File: src/rtl/vga_pkg.sv
// Shared definitions for the VGA block: coordinate/colour widths, drawing
// opcodes and the frame writer FSM state encodings. The scan-out controller
// imports this package too, so widths stay consistent across both sides of
// the video memory.
package vga_pkg;

   localparam int VGA_COORD_W = 8;
   localparam int VGA_COLOR_W = 3;
   localparam int VGA_ADDR_W  = 2 * VGA_COORD_W;

   // Drawing command opcodes
   localparam logic [1:0] OP_PLOT  = 2'd0;
   localparam logic [1:0] OP_FILL  = 2'd1;
   localparam logic [1:0] OP_CLEAR = 2'd2;
   localparam logic [1:0] OP_NOP   = 2'd3;

   // Frame writer FSM encodings
   localparam logic [1:0] ST_IDLE = 2'd0;
   localparam logic [1:0] ST_DRAW = 2'd1;
   localparam logic [1:0] ST_DONE = 2'd2;

endpackage

File: src/rtl/vga_rect_scanner.sv
// Rectangle bounds registers plus a raster-order cursor stepper.
// Ports:
//   Clock, Reset          clock, async active-low reset
//   iLoad                 capture bounds and place cursor at (xmin,ymin)
//   iXMin..iYMax          normalized rectangle bounds (used on iLoad)
//   iAdvance              step the cursor one pixel in raster order
//   oX, oY                current cursor
//   oLast                 cursor sits on (xmax,ymax)
module vga_rect_scanner
   import vga_pkg::*;
#(
   parameter int COORD_W = VGA_COORD_W
)
(
   input  logic               Clock,
   input  logic               Reset,
   input  logic               iLoad,
   input  logic [COORD_W-1:0] iXMin,
   input  logic [COORD_W-1:0] iXMax,
   input  logic [COORD_W-1:0] iYMin,
   input  logic [COORD_W-1:0] iYMax,
   input  logic               iAdvance,
   output logic [COORD_W-1:0] oX,
   output logic [COORD_W-1:0] oY,
   output logic               oLast
);

   logic [COORD_W-1:0] xmin_q, xmax_q, ymin_q, ymax_q;
   logic [COORD_W-1:0] xmin_d, xmax_d, ymin_d, ymax_d;
   logic [COORD_W-1:0] x_q, y_q, x_d, y_d;

   // End of rectangle is found by comparison so a full-screen scan stops at
   // (max,max) instead of relying on the counters wrapping.
   assign oLast = (x_q == xmax_q) && (y_q == ymax_q);
   assign oX    = x_q;
   assign oY    = y_q;

   always_comb begin
      xmin_d = xmin_q;
      xmax_d = xmax_q;
      ymin_d = ymin_q;
      ymax_d = ymax_q;
      x_d    = x_q;
      y_d    = y_q;
      if (iLoad) begin
         xmin_d = iXMin;
         xmax_d = iXMax;
         ymin_d = iYMin;
         ymax_d = iYMax;
         x_d    = iXMin;
         y_d    = iYMin;
      end else if (iAdvance && !oLast) begin
         // The cursor never moves past the last pixel; it holds there.
         if (x_q == xmax_q) begin
            x_d = xmin_q;
            y_d = y_q + 1'b1;
         end else begin
            x_d = x_q + 1'b1;
         end
      end
   end

   always_ff @(posedge Clock or negedge Reset) begin
      if (!Reset) begin
         xmin_q <= '0;
         xmax_q <= '0;
         ymin_q <= '0;
         ymax_q <= '0;
         x_q    <= '0;
         y_q    <= '0;
      end else begin
         xmin_q <= xmin_d;
         xmax_q <= xmax_d;
         ymin_q <= ymin_d;
         ymax_q <= ymax_d;
         x_q    <= x_d;
         y_q    <= y_d;
      end
   end

endmodule

File: src/rtl/vga_frame_writer.sv
// Write side of the 256x256x3 video memory. Accepts PLOT/FILL/CLEAR/NOP
// commands and emits one RAM write per cycle in raster order, address {y,x}.
// With VBLANK_GATE=1 writes only happen while iVBlank is high.
// Ports:
//   Clock, Reset                 clock, async active-low reset
//   iCmdValid / oCmdReady        command handshake (ready only in IDLE)
//   iCmdOp, iX0, iY0, iX1, iY1   opcode and corners
//   iColor                       pixel value
//   iVBlank                      vertical blank (used when VBLANK_GATE=1)
//   oWriteEnable/Address/Data    RAM write port
//   oBusy, oDone                 status; oDone pulses once per command
//   oState                       current FSM state (debug)
// Handshake: a command transfers on a rising edge where iCmdValid and
// oCmdReady are both high; operands are sampled only at that edge, and
// iCmdValid outside IDLE is ignored (nothing is queued).
module vga_frame_writer
   import vga_pkg::*;
#(
   parameter int COORD_W     = VGA_COORD_W,
   parameter int ADDR_W      = VGA_ADDR_W,
   parameter int COLOR_W     = VGA_COLOR_W,
   parameter int VBLANK_GATE = 0
)
(
   input  logic               Clock,
   input  logic               Reset,
   input  logic               iCmdValid,
   output logic               oCmdReady,
   input  logic [1:0]         iCmdOp,
   input  logic [COORD_W-1:0] iX0,
   input  logic [COORD_W-1:0] iY0,
   input  logic [COORD_W-1:0] iX1,
   input  logic [COORD_W-1:0] iY1,
   input  logic [COLOR_W-1:0] iColor,
   input  logic               iVBlank,
   output logic               oWriteEnable,
   output logic [ADDR_W-1:0]  oWriteAddress,
   output logic [COLOR_W-1:0] oWriteData,
   output logic               oBusy,
   output logic               oDone,
   output logic [1:0]         oState
);

   logic [1:0]         state_q, state_d;
   logic [COLOR_W-1:0] color_q, color_d;
   logic [COORD_W-1:0] xmin_c, xmax_c, ymin_c, ymax_c;
   logic [COORD_W-1:0] cur_x, cur_y;
   logic               cur_last;
   logic               handshake, load, write_ok, write_now;

   assign handshake = (state_q == ST_IDLE) && iCmdValid;
   // NOP never loads so the held address/data stay those of the last write.
   assign load      = handshake && (iCmdOp != OP_NOP);
   assign write_ok  = (VBLANK_GATE == 0) || iVBlank;
   assign write_now = (state_q == ST_DRAW) && write_ok;

   // Bound normalization for the incoming command
   always_comb begin
      xmin_c = (iX0 < iX1) ? iX0 : iX1;
      xmax_c = (iX0 < iX1) ? iX1 : iX0;
      ymin_c = (iY0 < iY1) ? iY0 : iY1;
      ymax_c = (iY0 < iY1) ? iY1 : iY0;
      case (iCmdOp)
         OP_PLOT: begin
            xmin_c = iX0;
            xmax_c = iX0;
            ymin_c = iY0;
            ymax_c = iY0;
         end
         OP_CLEAR: begin
            xmin_c = '0;
            xmax_c = '1;
            ymin_c = '0;
            ymax_c = '1;
         end
         default: ;
      endcase
   end

   vga_rect_scanner #(.COORD_W(COORD_W)) u_scanner (
      .Clock    (Clock),
      .Reset    (Reset),
      .iLoad    (load),
      .iXMin    (xmin_c),
      .iXMax    (xmax_c),
      .iYMin    (ymin_c),
      .iYMax    (ymax_c),
      .iAdvance (write_now),
      .oX       (cur_x),
      .oY       (cur_y),
      .oLast    (cur_last)
   );

   always_comb begin
      state_d = state_q;
      color_d = color_q;
      case (state_q)
         ST_IDLE: begin
            if (handshake) begin
               if (iCmdOp == OP_NOP) begin
                  state_d = ST_DONE;
               end else begin
                  state_d = ST_DRAW;
                  color_d = iColor;
               end
            end
         end
         ST_DRAW: begin
            if (write_now && cur_last) state_d = ST_DONE;
         end
         ST_DONE: state_d = ST_IDLE;
         default: state_d = ST_IDLE;
      endcase
   end

   always_ff @(posedge Clock or negedge Reset) begin
      if (!Reset) begin
         state_q <= ST_IDLE;
         color_q <= '0;
      end else begin
         state_q <= state_d;
         color_q <= color_d;
      end
   end

   assign oCmdReady     = (state_q == ST_IDLE);
   assign oWriteEnable  = write_now;
   assign oWriteAddress = {cur_y, cur_x};
   assign oWriteData    = color_q;
   assign oBusy         = (state_q != ST_IDLE);
   assign oDone         = (state_q == ST_DONE);
   assign oState        = state_q;

endmodule

File: config.mk
export PLATFORM = sky130hd
export DESIGN_NAME = vga_frame_writer
export DESIGN_NICKNAME = d
export VERILOG_FILES = /design/src/rtl/vga_pkg.sv /design/src/rtl/vga_rect_scanner.sv /design/src/rtl/vga_frame_writer.sv
export SDC_FILE = /design/constraint.sdc
export NUM_CORES = 1
export LEC_CHECK = 0
export CORE_MARGIN = 1
export CORE_UTILIZATION = 48
export DETAILED_ROUTE_END_ITERATION = 7
export GPL_TIMING_DRIVEN = 0
export PLACE_DENSITY = 0.83
export SYNTH_ARGS = -nofsm -noshare
export SYNTH_HDL_FRONTEND = slang
export SYNTH_HIERARCHICAL = 1
export SYNTH_SLANG_ARGS = --single-unit
File: constraint.sdc
create_clock -name Clock -period 2.09 [get_ports Clock]
set_input_delay 0.627 -clock Clock [delete_from_list [all_inputs] [get_ports Clock]]
set_output_delay 0.627 -clock Clock [all_outputs]
set_load 0.02 [all_outputs]
==> reports/qor_table.md <==
| Metric | Reported | Unit |
|:---|:---|:---|
| Most area-consuming cells after synthesis | dfrtp_1 31%, nand2_1 5.7%, ha_1 5.5%, mux2_2 5.3%, inv_1 4.1% | - |
| Buffers plus inverters on the worst setup path | 2 | - |
| Launching point of the worst reg2reg path | u_scanner/oX[2] | - |
| Share of cells above drive strength 1 | 38.7 | % |
| Proportion of register bits with asynchronous set or reset after synthesis | 100 | % |
| Yosys warns | 6 | - |
| Data arrival time of the critical path | 2.54 | ns |
| Horiz. Die Dim | 88.7 | um |
| Summed area of non-filler cells in the final layout | 5610 | sq um |
| Setup crit start kind | primary input | - |
| Synthesized flop and latch total | 45 | - |
| Average cell area after synthesis | 8.72 | sq um |
| Post-synth EDFFs | 0 | - |
| Total power density per cell area | 1070 | nW/um^2 |
| Peak supply drop | 0.748 | mV |
| Routed length per instance | 20.2 | um |
| Clock network latency to the later pin of the worst-skew pair | 0.31 | ns |
| Flip-flop and latch area | 1130 | sq um |
| GR met3 Demand/Resource | 3.45 | % |
| Die Y-Extent | 88.7 | um |
| Total congestion overflow | 0 | - |
| Final period demand of the worst path | 2.37 | ns |
| Data required time of the critical path | 2.26 | ns |
| Total global-route track usage | 30.2 | % |
| Number of antenna diodes | 0 | - |
| Number of remaining DRC errors | 0 | - |
| Pin count of the biggest net entering global routing | 25 | - |
| Slew of the pin with the lowest slew margin | 0.617 | ns |
| Count of routing violations after the opening detailed-route iteration | 235 | - |
| Filler cells | 466 | - |
| Final slew viol count | 0 | - |
| Number of vias per cell after detailed routing | 6.29 | - |
| Share of Yosys cell area claimed by the top area cell type | 31.2 | % |
| Unrepaired setup endpoints after global routing | true | - |
| Via count | 3986 | - |
| Violated checks | setup timing | - |
| Placed Cells | 578 | - |
| Tightest Hold Check Type | in2async | - |
| Prevailing post-synth register cell | dfrtp_1 | - |
| Remaining number of nets flagged by the antenna check after routing | 0 | - |
| Buffers added on ports | 64 | - |
| Initial cell density of the core | 49.7 | % |
| Final setup viols | 30 | - |
| Die Area | 7870 | sq um |
| Most common cell in the synthesized netlist | nand2_1 | - |
| PnR worst setup slack | -0.281 | ns |
| Cells traversed along the worst timing path | buf_8 -> ha_4 -> o21a_1 -> nor2_2 -> o311a_4 -> buf_6 -> nand3_1 -> o211ai_1 -> nand2_1 -> o21ai_0 -> a32oi_1 -> o221ai_1 | - |
| Post-synthesis net count | 471 | - |
| Clock-pin slew on the worst setup and hold paths | 0.09 | ns |
| Drt first pass iters | 5 | - |
| Clock tree from TritonCTS | done | - |
| Area added between synthesis and finish | 55.3 | % |
| Most numerous cell types in the synthesized netlist | 55 x nand2_1, 45 x dfrtp_1, 39 x inv_1, 30 x nor2_1, 17 x mux2_2 | - |
| Max-Cap Viols | 0 | - |
| Result of the run | complete, but fails checks | - |
| Final weighted congestion of routability-driven global placement | 0.849 | - |
| Area of the multi-input gates | 2740 | sq um |
| Post-Synthesis Cell Area | 3610 | sq um |
| Met1 Track Usage GR | 37.3 | % |
| Setup slack after placement | -1.15 | ns |
| Clock buffer count from CTS | 5 | - |
| GR Util met2 | 53.8 | % |
| Post-synthesis cell type with the largest combined area | dfrtp_1 | - |
| Cell Area, Placed | 4640 | sq um |
| Hold Slack | 0.301 | ns |
| Largest incremental delay on the critical path | 0.40 | ns |
| Worst-path cell with the longest stage delay | o311a_4 | - |
| Number of failing hold endpoints at the final stage | 0 | - |
| Number of antenna violations at the first check in global routing | 0 | - |
| Count of placed standard cells in the final layout, fillers left out | 634 | - |
| HPWL after detailed placement | 7820 | um |
| Busiest layer in global routing | met2 | - |
| Boundary Pins | 66 | - |
| Cell class contributing the biggest share of worst-path delay | compound AO/OA/AOI/OAI gates | - |
| Tcrit/Tclk final | 113 | % |
| CTS sink cnt | 45 | - |
| Clock tree buffer depth | 2 | - |
| Largest fanout on the critical path | 7 | - |
| WS Path Type | in2reg | - |
| Wire length after detailed routing | 12800 | um |
| Peak clock frequency supported by timing | 422 | MHz |
| Cell count after synthesis | 414 | - |
| Via count of the first global-routing pass | 3814 | - |
| Skew final | 0.0166 | ns |
| Kind of end point of the critical path | flip-flop | - |
| Number of H-tree branching levels | 2 | - |
| Floorplan core area | 7250 | sq um |
| Number of different library cells in the post-synthesis netlist | 60 | - |
| Root buffer cell | clkbuf_8 | - |
| Relative max-transition margin | 57.8 | % |
| Standard-cell row count | 31 | - |
| First-pass GRT wire length | 18400 | um |
| Fin util | 77.3 | % |
| Static Leakage | 2.44 | nW |
| Final layout net count | 591 | - |
| Launch point of the worst path | iX0[3] | - |
| Sequential cell area fraction in the yosys report | 31.2 | % |
-- per-layer routing --
layer / up-vias / wire length, um
met2: 210 / 6530
li1: 1786 / -
met3: 45 / 860
met4: 0 / 521
met5: - / 0
met1: 1945 / 4910
-- flip-flops by register name, indices dropped and copies added, names as in the netlist --
register          count
u_scanner/ymax_q      8
oWriteData            3
oState                2
u_scanner/oY          8
u_scanner/xmax_q      8
u_scanner/oX          8
u_scanner/xmin_q      8
-- what timing repair did --
action	4_1_cts	5_1_grt
setup buffers	35	13
hold buffers	0	0
cloned	0	1
endpoints found under the setup margin	44	41
pin swaps	42	37
resized for setup	221	69
-- per-stage QoR --
step / setup TNS [ns] / total power [mW]
4_1_cts: -1.15 / 5.49
5_1_grt: -3.98 / 6.32
3_5_place_dp: -39.56 / 4.59
2_1_floorplan: -2.06 / 3.58
3_3_place_gp: -71.61 / 4.50
6_report: -2.41 / 6.01
-- path summary, 6_finish.rpt --
| kind | endpoint | slack [ns] | depth (start not counted) |
|---|---|---|---|
| max | u_scanner/oX[5] | -0.28 | 12 |
| min | u_scanner/xmax_q[3] | 0.30 | 1 |
| max reg2reg | u_scanner/oX[1] | -0.14 | 5 |
| min reg2reg | oWriteData[1] | 0.49 | 2 |
| max in group asynchronous | u_scanner/oY[2] | 1.25 | 2 |
| min in group Clock | oWriteData[1] | 0.49 | 2 |
-- power breakdown --
group	internal, mW	switching [mW]	leakage, nW
clock network	0.359	0.302	0.0554
logic	1.69	1.87	1.85
registers	1.30	0.493	0.530
total	3.34	2.67	2.44
-- kinds of logic after synthesis --
group                      count (synthesis)  synth area share [%]
AOI/OAI and AO/OA                        111                  25.4
muxes                                     24                  7.25
adders and majority gates                 16                  5.55
xor gates and xnor gates                  21                  5.10
DFF                                       45                  31.2
and+or+nand+nor                          136                  18.7
buffers and inverters                     61                  6.87
-- layout make-up --
class	instances	area share, %
multi-input combinational	308	48.9
sequential	45	20.2
timing repair buffer	113	19.8
buffer	22	3.59
inverter	39	3.37
tap	99	2.21
clock buffer	6	1.29
clock inverter	2	0.692
-- layout by cell type, fill, tap and decap left out, drive strengths merged, types with 8 or more instances in the layout --
cell type      count
nand2             55
clkbuf            19
dfrtp             45
ha                16
buf               87
xor2              10
xnor2             11
o2111ai            8
o211ai             8
nand3             13
a21oi             14
inv               39
nor2              30
mux2              17
clkdlybuf4s50     20
o21ai             15
o221ai            10
a311oi             8
Power figures use the tool's default switching activity.
